--- src/rtl/recursive_mult_seq.sv ---
// Purpose: unsigned WIDTH x WIDTH multiply built from one time-shared (WIDTH/2)^2 sub-multiplier.
// Latency: product valid exactly 4 edges after the accept edge; initiation interval >= 5 cycles.
// Backpressure: product/out_valid held in DONE until out_ready; a new operand pair may be accepted on the same edge.
// Build option: define APPROX_LL_EN to truncate the low half of the AL*XL partial product.
module recursive_mult_seq #(
    parameter int WIDTH = 8
) (
    input  logic                 clk,
    input  logic                 rst,
    input  logic                 in_valid,
    output logic                 in_ready,
    input  logic [WIDTH-1:0]     A,
    input  logic [WIDTH-1:0]     X,
    output logic                 out_valid,
    input  logic                 out_ready,
    output logic [2*WIDTH-1:0]   product
);

    localparam int H  = WIDTH / 2;
    localparam int W2 = 2 * WIDTH;

    typedef enum logic [1:0] {
        IDLE = 2'd0,
        MUL  = 2'd1,
        DONE = 2'd2
    } state_t;

    state_t            state;
    logic [1:0]        step;
    logic [WIDTH-1:0]  a_q;
    logic [WIDTH-1:0]  x_q;
    logic [W2-1:0]     acc;

    logic [H-1:0]      op_a;
    logic [H-1:0]      op_x;
    logic [WIDTH-1:0]  pp;
    logic [WIDTH-1:0]  pp_term;
    logic [W2-1:0]     pp_shifted;
    logic [W2-1:0]     acc_next;
    logic              accept;

    // A transfer completes and a new one may start on the same edge in DONE.
    assign in_ready = (state == IDLE) | ((state == DONE) & out_ready);
    assign accept   = in_valid & in_ready;

    // Operand-half selection for the single sub-multiplier: step bit 0 picks AH, bit 1 picks XH.
    always_comb begin
        op_a = step[0] ? a_q[WIDTH-1:H] : a_q[H-1:0];
        op_x = step[1] ? x_q[WIDTH-1:H] : x_q[H-1:0];
        pp   = WIDTH'(op_a) * WIDTH'(op_x);
    end

    // Partial-product conditioning: the LL term can be truncated in the approximate build.
    always_comb begin
        pp_term = pp;
`ifdef APPROX_LL_EN
        if (step == 2'd0) begin
            pp_term = {pp[WIDTH-1:H], {H{1'b0}}};
        end
`endif
    end

    // Align the partial product by its weight and accumulate modulo 2^(2*WIDTH).
    always_comb begin
        pp_shifted = '0;
        case (step)
            2'd0:    pp_shifted = W2'(pp_term);
            2'd1:    pp_shifted = W2'(pp_term) << H;
            2'd2:    pp_shifted = W2'(pp_term) << H;
            default: pp_shifted = W2'(pp_term) << (2 * H);
        endcase
        acc_next = acc + pp_shifted;
    end

    // Control FSM with registered out_valid/product; reset wins over any handshake.
    always_ff @(posedge clk) begin
        if (rst) begin
            state     <= IDLE;
            step      <= 2'd0;
            a_q       <= '0;
            x_q       <= '0;
            acc       <= '0;
            out_valid <= 1'b0;
            product   <= '0;
        end else begin
            case (state)
                IDLE: begin
                    if (accept) begin
                        a_q   <= A;
                        x_q   <= X;
                        acc   <= '0;
                        step  <= 2'd0;
                        state <= MUL;
                    end
                end
                MUL: begin
                    acc  <= acc_next;
                    step <= step + 2'd1;
                    if (step == 2'd3) begin
                        product   <= acc_next;
                        out_valid <= 1'b1;
                        state     <= DONE;
                    end
                end
                DONE: begin
                    if (out_ready) begin
                        out_valid <= 1'b0;
                        if (accept) begin
                            a_q   <= A;
                            x_q   <= X;
                            acc   <= '0;
                            step  <= 2'd0;
                            state <= MUL;
                        end else begin
                            state <= IDLE;
                        end
                    end
                end
                default: begin
                    state     <= IDLE;
                    step      <= 2'd0;
                    out_valid <= 1'b0;
                end
            endcase
        end
    end

endmodule
--- config.mk ---
export PLATFORM = sky130hd
export DESIGN_NAME = recursive_mult_seq
export DESIGN_NICKNAME = d
export VERILOG_FILES = /design/src/rtl/recursive_mult_seq.sv
export SDC_FILE = /design/constraint.sdc
export NUM_CORES = 1
export LEC_CHECK = 0
export CORE_ASPECT_RATIO = 1.75
export CORE_UTILIZATION = 24
export CTS_CLUSTER_DIAMETER = 80
export DETAILED_ROUTE_END_ITERATION = 8
export DONT_BUFFER_PORTS = 1
export GPL_TIMING_DRIVEN = 0
export PLACE_DENSITY_LB_ADDON = 0.25
export SLEW_MARGIN = 20
export SYNTH_ARGS = -nofsm -noshare
export SYNTH_HDL_FRONTEND = slang
export SYNTH_SLANG_ARGS = --single-unit
export TNS_END_PERCENT = 5
--- constraint.sdc ---
create_clock -name clk -period 6.3 [get_ports clk]
set_input_delay 0.945 -clock clk [delete_from_list [all_inputs] [get_ports clk]]
set_output_delay 0.945 -clock clk [all_outputs]
set_load 0.02 [all_outputs]
Word-level counts from Yosys, hierarchy flattened
Cells that the tools add are included.
{"block": "word_totals", "inputBits": 20, "elab_cells": 55, "reg_bits": 53, "out_inout_bits": 18}
{"block": "op_classes", "muxes": 23, "add_sub_neg": 2, "mul": 1, "n_eq_ne": 8, "reduce_logical": 10, "bitwise": 4}
{"operator": "$pmux 16 s3", "n": 1}
{"operator": "$mux 16", "n": 2}
{"operator": "$mux 8", "n": 4}
{"operator": "$pmux 16 s2", "n": 1}
{"operator": "$pmux 8 s2", "n": 2}
{"operator": "$add 16x16->16", "n": 1}
{"operator": "$pmux 2 s3", "n": 2}
{"operator": "$mux 2", "n": 5}
{"operator": "$mul 4x4->8", "n": 1}
{"operator": "$mux 4", "n": 2}
{"operator": "$eq 2x2->1 const B", "n": 3}
{"operator": "$ne 2x2->1 const B", "n": 3}
{"operator": "$reduce_and 2->1", "n": 3}
{"operator": "$reduce_and 3->1", "n": 2}
{"operator": "$eq 2x1->1 const B", "n": 2}
{"operator": "$logic_not 2->1", "n": 2}
{"operator": "$mux 1", "n": 3}
{"operator": "$pmux 1 s3", "n": 1}
{"operator": "$reduce_bool 3->1", "n": 1}
{"operator": "$add 2x1->2 const B", "n": 1}
{"operator": "$and 1x1->1", "n": 2}
{"operator": "$reduce_bool 2->1", "n": 1}
{"operator": "$reduce_or 2->1", "n": 1}
{"operator": "$not 1->1", "n": 1}
{"operator": "$or 1x1->1", "n": 1}

Longest topological paths before layout
{"block": "depth", "ltp_word": 7, "ltp_mapped": 22}

Least setup slack after synthesis
OpenSTA, ideal clock, no wires.
{"block": "synth_path", "kind": "reg2reg", "startpoint": "reg step[0]", "endpoint": "reg acc[12]", "arrival_time_ns": 4.829, "path_buffers": 1, "path_stages_with_launch": 20, "setup_ns": 0.117, "synth_period_minus_slack_ns": 4.945, "setup_slack_ns": 1.355, "path_cell_list": "dfxtp_1 > clkbuf_1 > mux2i_1 > or2_2 > fa_1 > inv_1 > fa_1 > inv_1 > fa_1 > xnor2_1 > a22oi_1 > nor2_1 > ha_1 > a21o_1 > a21oi_1 > a21boi_1 > a311o_1 > a41o_1 > xor2_1 > a22o_1"}
{"block": "synth_via", "elab_chain_len": 5, "word_cells_on_any_way": 9}
{"element": "start: declaration", "line_no": "29", "rtl": "logic [1:0] step;"}
{"element": "start signal: assignment", "line_no": "98", "rtl": "step <= step + 2'd1;"}
{"element": "$mux 4, or another cell as far along", "line_no": "48", "rtl": "op_a = step[0] ? a_q[WIDTH-1:H] : a_q[H-1:0];"}
{"element": "$mul 4x4->8 / $reduce_or 2->1 (equally long branches)"}
{"element": "$pmux 16 s2 *", "line_no": "66", "rtl": "case (step)"}
{"element": "$add 16x16->16 *", "line_no": "72", "rtl": "acc_next = acc + pp_shifted;"}
{"element": "$pmux 16 s3 *", "line_no": "86", "rtl": "case (state)"}
{"element": "end signal: assignment", "line_no": "97", "rtl": "acc <= acc_next;"}
{"element": "end: declaration", "line_no": "32", "rtl": "logic [W2-1:0] acc;"}
Mark *: on every way between the ends. The rest lies on a longest branch, timed or not.
A chain may end at the register's enable or synchronous reset.

Final worst setup path
Ends and elaborated chain as after synthesis.

==> metrics.cfg <==
[run_status]
status=finished, final reports clean

[pwr]
p_leak_nw=1.53
peakVddDrop_mv=0.0975
clkPwrFrac_pct=39.8
p_switching_w=0.000192
switching_share_pct=27.1
sequentialPowerShare_pct=49.1
p_per_area_mw_per_mm2=187
pwr-share-comb_pct=11.1
internal_power_w=0.000516

[synth]
synth-async-reset-ratio_pct=0
yosysWarnings=0
yosys.area.top_type=dfxtp_1
synth-adder-area-share_pct=13.6
synth_fp_nets=480
synthMuxAreaShare_pct=2.97
synth_compound_area_share_pct=21.6
synth_top_family_by_area=simple AND/OR/NAND/NOR gates
syn_area_per_cell_um2=8.02
yosysSeqAreaShare_pct=31.1
synthFlopType=dfxtp_1
synth-edff-count=0
synth_common_cells=nand2_1, dfxtp_1, a21oi_1
synth_cell_type_count=49
synth_cells=426
synth_xor_xnor_area_share_pct=4.10
syn_area_mm2=0.00341
synth_most_common_cell=nand2_1
synth_top_area_share_pct=31.1
synth_simple_gate_area_share_pct=22.8
synth_area_leaders=dfxtp_1, ha_1, nand2_1, a21oi_1, nor2_1
ys_ff_latch=53

[timing]
skew_ps=5.56
final_max_slew_viol_count=0
fin_crit_ps=5720
min_period_over_period_pct=90.8
rsz0062_at_grt=false
clock.fmax_mhz=175
hold_viol=0
tightest_slew_ps=830
fin_setup_tns_ps=0
max_slew_margin_pct=44.4
setup_viol=0

[routing]
drtIter0Drc=89
via_per_inst=4.88
wl_met1_um=3690
via_count=2979
top_layer=met4
wl_met3_um=298
wl_per_cell_um=15.2
dr.pass1.iters=4
ant_nets=0
wirelength_um=9260
drc=0
route.met2.wl_um=5110

[die]
die_y_um=160
io_pins=38
core_mm2=0.0139
fp.dieArea_mm2=0.0147
fp.dieW_um=92.2
start_util_pct=24.6
rows=57

[global_routing]
grt_pass1_wl_um=15200
grt_max_degree=17
first_global_vias=2973
grt_usage_pct=13.3
antenna_found_initial=0
overflow=0

[clock_network]
hold_buffers=0
root_buffer=clkbuf_16
cts-buffers-inserted=5
post_cts_resized=0
postCtsSetupBuffers=0
clk_pin_slew_worst_paths_ps=70
clock_latency_ps=300
clk_path_buf_depth=2
htree_num_levels=2
cts_tree=built
cts.sinks=53

[setup_path]
critPathMaxFanout=7
arrival_ps=5920
start_kind=flop
worstSetupPathType=flop to flop
ff2ff_path_depth=19
required_ps=6500
setup.worst_path.end_class=flop

[final_layout]
n_fill_cell=1530
final_area_mm2=0.00378
area_delta_synth_final_pct=10.7
diodes=0
fin_nets=487
drive_gt1_share_pct=4.15

[place]
dp_hpwl_um=7380
gp_congestion=0.826
place_area_mm2=0.00364
port_buffers=0

[flow_run]
cap_viol_max_count=0

[worst_hold_path]
min_path_type=flop to flop
holdPathStages=2

-- cell usage in the layout, fill, tap and decap left out, types with 2 or more instances in the layout --
master / count
a211o_1: 3
a211oi_1: 5
a21o_1: 8
a21oi_1: 51
a22o_1: 11
a22oi_1: 5
a31oi_1: 3
and2_1: 6
clkbuf_1: 21
clkbuf_16: 5
dfxtp_1: 53
fa_1: 5
ha_1: 29
inv_1: 14
mux2i_1: 9
nand2_1: 69
nand2b_1: 9
nand3_1: 12
nand3b_1: 3
nand4b_1: 2
nor2_1: 42
nor2b_1: 8
nor3_1: 4
nor3b_1: 3
o211ai_1: 3
o21a_1: 4
o21ai_0: 4
o21bai_1: 2
or2_2: 3
or4_1: 2
xnor2_1: 11
xor2_1: 5
-- kinds of logic (layout without fill, tap and decap cells) --
logic type,Yosys count,after routing
buffers and inverters,35,43
muxes,10,10
and+or+nand+nor,167,167
xor gates and xnor gates,16,16
AOI/OAI and AO/OA,111,111
DFF,53,53
adders and majority gates,34,34
-- worst max-delay path, cell delays in order, from the launching register on --
cell and delay (ps):
dfxtp_1 330, clkbuf_1 380, mux2i_1 280, or2_2 350
fa_1 530, inv_1 50, fa_1 560, inv_1 70
fa_1 460, xnor2_1 350, a22oi_1 120, nor2_1 180
ha_1 310, a21o_1 210, a21oi_1 190, a21boi_1 130
a311o_1 450, a41o_1 330, xor2_1 160, a22o_1 170
-- stage by stage --
stage	setup WS [ps]	utilization [%]	hold slack, ps	cells	power, W
2_1_floorplan	1350	-	436	426	0.000413
3_3_place_gp	619	26.1	444	603	0.000434
6_report	578	27.2	455	611	0.000708
3_5_place_dp	554	26.1	448	603	0.000436
4_1_cts	537	27.2	458	611	0.000722
5_1_grt	328	27.2	484	611	0.000746
-- path summary, 6_finish.rpt --
check,start,to,slack (ps)
hold / removal,x_q[5],x_q[5],450
hold reg to reg,x_q[5],x_q[5],450
setup reg to reg,step[0],acc[12],580
setup / recovery,step[0],acc[12],580
-- layout make-up --
class	count	area, um^2	share of cell area [%]
sequential	53	1060	28.1
inverter	14	52.6	1.39
clock buffer	6	129	3.41
clock inverter	2	13.8	0.364
tap	177	221	5.86
buffer	21	80.1	2.12
multi-input combinational	338	2220	58.8
-- metal layers --
layer	vias to the layer above	global-route usage, %
li1	1501	-
met1	1426	14.0
met2	43	26.0
met3	9	2.05
met4	0	4.33
met5	-	0
-- sequential cells by signal, indices dropped and copies added, names as in the netlist --
register	count
a_q	8
acc	16
out_valid	1
product	16
state	2
step	2
x_q	8
-- power groups by stage --
| stage | Combinational [W] | Clock, W | Sequential [W] |
|---|---|---|---|
| after CTS | 0.0000803 | 0.000294 | 0.000347 |
| final | 0.0000788 | 0.000282 | 0.000347 |
| after global routing | 0.0000901 | 0.000307 | 0.000349 |
| after detailed placement | 0.0000801 | 0 | 0.000355 |
| after floorplan | 0.0000581 | 0 | 0.000354 |
| after global placement | 0.0000790 | 0 | 0.000355 |
(Power assumes the default switching activity.)
